File: src/rtl/demux_pair_rx.sv
// rtl/demux_pair_rx.sv - TDM word demux to x/y channels with pair tracking (optional DEMUX_PAIR_TIMEOUT_EN)
module demux_pair_rx #(
    parameter int WIDTH   = 2,
    parameter int CNT_W   = 8,
    parameter int TIMEOUT = 15
) (
    input  logic             clk,
    input  logic             reset,
    input  logic             v,
    input  logic [WIDTH-1:0] m,
    input  logic             s,
    output logic [WIDTH-1:0] x,
    output logic [WIDTH-1:0] y,
    output logic             x_stb,
    output logic             y_stb,
    output logic             pair_valid,
    output logic             err,
    output logic [CNT_W-1:0] pair_cnt
);

    typedef enum logic [1:0] {
        IDLE   = 2'd0,
        HAVE_X = 2'd1,
        HAVE_Y = 2'd2
    } state_t;

    state_t state;
    state_t state_eff;
    state_t state_nxt;
    logic   pair_nxt;
    logic   err_nxt;
    logic   tmo;

    // A timeout of zero would abandon every half-pair immediately
    if (TIMEOUT < 1) begin : g_bad_timeout
        $error("TIMEOUT must be at least 1");
    end

`ifdef DEMUX_PAIR_TIMEOUT_EN
    localparam int              TW   = $clog2(TIMEOUT + 1);
    localparam logic [TW-1:0]   TMAX = TW'(TIMEOUT);

    logic [TW-1:0] tcnt;
    logic [TW-1:0] tcnt_nxt;

    // A half-pair that has waited TIMEOUT idle edges is abandoned on this edge
    assign tmo = (state != IDLE) && (tcnt == TMAX);

    // Idle-edge counter: runs only while a half-pair is pending, any word clears it
    always_comb begin
        tcnt_nxt = '0;
        if (!v && state_eff != IDLE) begin
            tcnt_nxt = tcnt + 1'b1;
        end
    end

    // Idle-edge counter register
    always_ff @(posedge clk or posedge reset) begin
        if (reset) begin
            tcnt <= '0;
        end else begin
            tcnt <= tcnt_nxt;
        end
    end
`else
    assign tmo = 1'b0;
`endif

    // Pairing FSM: a timed-out half is dropped first so a word on that edge starts a new pair
    always_comb begin
        state_eff = tmo ? IDLE : state;
        state_nxt = state_eff;
        pair_nxt  = 1'b0;
        err_nxt   = tmo;
        if (v) begin
            case (state_eff)
                IDLE: begin
                    state_nxt = s ? HAVE_Y : HAVE_X;
                end
                HAVE_X: begin
                    if (s) begin
                        state_nxt = IDLE;
                        pair_nxt  = 1'b1;
                    end else begin
                        err_nxt = 1'b1;
                    end
                end
                HAVE_Y: begin
                    if (!s) begin
                        state_nxt = IDLE;
                        pair_nxt  = 1'b1;
                    end else begin
                        err_nxt = 1'b1;
                    end
                end
                default: begin
                    state_nxt = IDLE;
                end
            endcase
        end
    end

    // Channel routing, strobes, pair/error pulses and pair counter, all registered
    always_ff @(posedge clk or posedge reset) begin
        if (reset) begin
            state      <= IDLE;
            x          <= '0;
            y          <= '0;
            x_stb      <= 1'b0;
            y_stb      <= 1'b0;
            pair_valid <= 1'b0;
            err        <= 1'b0;
            pair_cnt   <= '0;
        end else begin
            state      <= state_nxt;
            x_stb      <= v && !s;
            y_stb      <= v && s;
            pair_valid <= pair_nxt;
            err        <= err_nxt;
            if (v && !s) begin
                x <= m;
            end
            if (v && s) begin
                y <= m;
            end
            if (pair_nxt) begin
                pair_cnt <= pair_cnt + 1'b1;
            end
        end
    end

endmodule

File: config.mk
export PLATFORM = sky130hd
export DESIGN_NAME = demux_pair_rx
export DESIGN_NICKNAME = d
export VERILOG_FILES = /design/src/rtl/demux_pair_rx.sv
export SDC_FILE = /design/constraint.sdc
export NUM_CORES = 1
export LEC_CHECK = 0
export BUFFER_PORTS_ARGS = -buffer_cell sky130_fd_sc_hd__buf_2
export CAP_MARGIN = 10
export CORE_MARGIN = 2
export CORE_UTILIZATION = 40
export DETAILED_ROUTE_END_ITERATION = 6
export PLACE_DENSITY = 0.63
export SLEW_MARGIN = 20
export SYNTH_ARGS = -nofsm -noshare
export SYNTH_HDL_FRONTEND = slang
export SYNTH_SLANG_ARGS = --single-unit
File: constraint.sdc
create_clock -name clk -period 1.8 [get_ports clk]
set_input_delay 0.09 -clock clk [delete_from_list [all_inputs] [get_ports clk]]
set_output_delay 0.09 -clock clk [all_outputs]
set_load 0.01 [all_outputs]
[After elaboration in Yosys (flattened, before gate mapping)]
Cells that the tools add are included.
Storage, ports and cells
  logic and storage cells: 28
  register bits: 18
  output and inout port bits: 16
  input bits: 6
Operators by class
  muxes and demuxes: 10
  reductions and logical operators: 5
  equality and inequality tests: 4
  add/sub/neg operators: 1
Operators with widths (number)
  adder 8 x 1 -> 8 bit, second input constant: 1
  two-way mux 2 bit: 3
  one-hot mux 2 bit (3 select lines): 1
  two-way mux 1 bit: 4
  != test 2 bit, second input constant: 2
  one-hot mux 1 bit (2 select lines): 2
  AND reduction 3 bit: 1
  equality test 2 x 1 -> 1 bit, second input constant: 1
  equality test 2 bit, second input constant: 1
  logical AND 1 bit: 2
  zero test 2 bit: 1
  zero test 1 bit: 1

[Logic depth before layout (Yosys ltp)]
  depth in word-level cells: 3
  mapped depth: 5
  depth with buffers taken out: 5

[Worst setup path before layout]
OpenSTA, ideal clock, no wires.
  path kind: reg-to-reg
  start: register state[1]
  end: register pair_cnt[7]
  buffers on the path: 0
  required time: 1721 ps
  data arrival time: 1194 ps
  stages on the path, launching flop included: 5
  setup time: 79 ps
  path slack: 527 ps
  period minus slack after synthesis: 1273 ps
  cells stage by stage: dfrtp_1 > and4b_1 > a31oi_2 > nor4_2 > xor2_1
On the way
  word-level cells in the longest chain between the ends: 3
  elaborated cells between the ends (all ways): 4
  those cells by class: eq/ne (2); mux (2)
RTL lines
  start, declared: line 27  | state_t state;
  start signal, assigned: line 115  | state <= state_nxt;
  equality test 2 bit or equality test 2 x 1 -> 1 bit (tied branches): line 76  | case (state_eff)
  one-hot mux 1 bit (2 select lines) *: line 76
  two-way mux 1 bit *: line 75  | if (v) begin
  end signal, assigned: line 127  | pair_cnt <= pair_cnt + 1'b1;
  end, declared: line 18  | output logic [CNT_W-1:0] pair_cnt
Mark *: on every way between the ends. The rest lies on a longest branch, timed or not.
A chain may end at the register's enable or synchronous reset.

[Worst setup path in the final report]
  start: register state[1]
  end: register pair_cnt[6]
On the way
  word-level cells in the longest chain between the ends: 3
  elaborated cells between the ends (all ways): 4
  those cells by class: eq/ne (2); mux (2)
RTL lines
  equality test 2 bit or equality test 2 x 1 -> 1 bit (tied branches): line 76
  one-hot mux 1 bit (2 select lines) *: line 76
  two-way mux 1 bit *: line 75
  net pair_nxt: line 30  | logic pair_nxt;
Mark *: on every way through the listed nets, which the timed path passes. The rest lies on a longest branch.

==> results.toml <==
[floorplanning]
ios = 22
num_rows = 15
die_y_um = 47.03
core_area_um2 = 1727
initial_core_util = 0.4290
dieArea_um2 = 2212
die_x_um = 47.03

[clock_network]
clockBufferDepth = 2
cts_root_buffer = "clkbuf_4"
cts_tree = "built"
cts_made_buffers = 3
ctsResizeCount = 0
htree_levels = 1
postCtsSetupBuffers = 0
clk_pin_slew_ns = 0.10
hold_buffers = 1
cts_num_sinks = 18
insertion_delay_ns = 0.28

[setup_path]
crit_path_start_kind = "flip-flop"
critical_path_arrival_ns = 1.59
cp_max_fo = 6
rr_worst_depth = 5
critPathCaptureType = "flip-flop"
critPathKind = "flip-flop to flip-flop"
required_ns = 2.01

[timing]
skew_ns = 0.005124
hold_viol = 0
period_share = 0.7648
worstMarginPinSlew_ns = 0.6498
rsz0062_at_grt = "no"
min_period_ns = 1.377
maxSlewViolCount = 0
slew_headroom = 0.5663
setup_viol = 0
fin_setup_tns_ns = 0
max_freq_mhz = 726.4
layout_setup_ws_ns = 0.4234

[place]
place_hpwl_um = 872.5
gp_congestion = 0.6942
port_buffers = 21
place_ws_ns = 0.4397
dp.cells = 107

[global_route]
gr-usage-all-layers = 0.1117
met2_usage = 0.1452
gr-usage-met3 = 0.03846
grt_pass1_vias = 396
gr-total-overflow = 0
grt.busiest_layer = "met1"
grt_max_degree = 19
grt_pass1_wl_mm = 1.642
gr-usage-met1 = 0.1593
antenna_found_initial = 0

[route]
vias = 523
postRouteAntennaNets = 0
drt_iter0_markers = 8
vias_per_cell = 4.670
wl_mm = 1.105
drc = 0
post_drt_wl_per_cell_um = 9.866
firstDrtPassIters = 4

[logic_synthesis]
seq_area_frac_synth = 0.6081
ys_warn_count = 0
synth_top_area_frac = 0.6081
synthTopCellsByArea = "dfrtp_1 (61%), mux2_2 (7.6%), xnor2_1 (4.7%), nand2_1 (4.6%), xor2_1 (3.5%)"
synth_area_um2 = 740.7
syn_nets = 68
async_reset_ff_frac = 1.000
synth_seq_cells = 18
synthCells = 61
avgSynthCellArea_um2 = 12.14
ys.flop_type = "dfrtp_1"
ys_types = 20
synth_top_area_cell = "dfrtp_1"
synth-edff-count = 0

[finish]
syn_to_final_growth_pct = 24.66
final_cells = 112
fillCellCount = 165
final_util = 0.5348
fin_nets = 95
diodes = 0
drive_gt1_frac = 0.3908

[pwr]
ir_worst_vdd_uv = 665.8
powerDensity_nw_per_um2 = 1080
leakagePower_nw = 0.4949
power.total_mw = 0.9976

[worst_hold_path]
hold_depth = 2
worstHoldPathType = "primary input to flip-flop"

[job]
drv_cap = 0

[run_status]
outcome = "complete, no violations"
==> layout make-up <==
| cell class | count | area (um2) | area share |
|---|---|---|---|
| clock buffers | 4 | 36.28 | 0.03930 |
| inverters | 5 | 18.77 | 0.02033 |
| multi-input cells | 38 | 271.5 | 0.2940 |
| flip-flops and latches | 18 | 450.4 | 0.4878 |
| well taps | 25 | 31.28 | 0.03388 |
| repair buffers | 22 | 115.1 | 0.1247 |
==> synth_stat cells, types with 2 or more instances <==
| cell | count |
|---|---|
| nand4_1 | 2 |
| nor2_1 | 3 |
| dfrtp_1 | 18 |
| inv_1 | 4 |
| o21ai_0 | 2 |
| mux2_2 | 5 |
| xnor2_1 | 4 |
| xor2_1 | 3 |
| nand2_1 | 9 |
==> routing by layer <==
layer	vias to the layer above	part of all wire
li1	255	-
met1	257	0.48
met2	9	0.46
met3	2	0.053
met4	0	0.011
met5	-	0
==> power by group <==
group	total (mW)	internal, mW	switching [mW]
logic	0.222	0.108	0.113
registers	0.539	0.472	0.0674
clock network	0.237	0.123	0.114
==> logic make-up (layout without fill, tap and decap cells) <==
| logic type | count (synthesis) | count (layout) | share of synthesized area |
|---|---|---|---|
| muxes | 5 | 5 | 0.07601 |
| DFF | 18 | 18 | 0.6081 |
| adders and majority gates | 1 | 1 | 0.01689 |
| buffers and inverters | 5 | 31 | 0.02533 |
| and+or+nand+nor | 22 | 22 | 0.1605 |
| xor gates and xnor gates | 7 | 7 | 0.08277 |
| AOI/OAI and AO/OA | 3 | 3 | 0.03040 |
==> sequential cells by signal (all words and copies together) (netlist names) <==
register,cells
pair_cnt,8
state,2
x,2
y,2
err,1
pair_valid,1
x_stb,1
y_stb,1
==> final timing paths <==
kind | startpoint | to | slack, ns
setup reg to reg | state[1] | pair_cnt[6] | 0.42
setup / recovery | state[1] | pair_cnt[6] | 0.42
min in group asynchronous | reset | pair_cnt[5] | 0.43
max in group asynchronous | reset | pair_cnt[7] | 0.96
hold reg to reg | pair_cnt[7] | pair_cnt[7] | 0.47
hold / removal | m[1] | x[1] | 0.05
==> layout by cell type, fill, tap and decap left out <==
cell	instances
nand4_1	2
and2_2	1
clkbuf_4	3
xor2_1	3
nor2_1	3
a31oi_2	1
dlygate4sd3_1	1
and4b_1	1
nor4_2	1
dfrtp_1	18
nand3_1	1
ha_1	1
nand3b_1	1
inv_1	4
and3_1	1
o21ai_0	2
nor3_1	1
mux2_2	5
xnor2_1	4
or2b_1	1
buf_2	21
nand2_1	9
inv_2	1
clkbuf_8	1
==> worst max-delay path: stages (launching register included) <==
cell and delay [ns]:
dfrtp_1 0.42, and4b_1 0.22, a31oi_2 0.32, inv_2 0.11
nand4_1 0.12, xnor2_1 0.11
==> stage by stage <==
stage                     hold slack, ns  instance area, um2
after floorplan                  0.02857               740.7
after global placement            0.2169               877.1
after detailed placement          0.2190               877.1
after CTS                        0.04671               923.4
after global routing             0.02607               923.4
final                            0.05198               923.4
(Power assumes the default switching activity.)
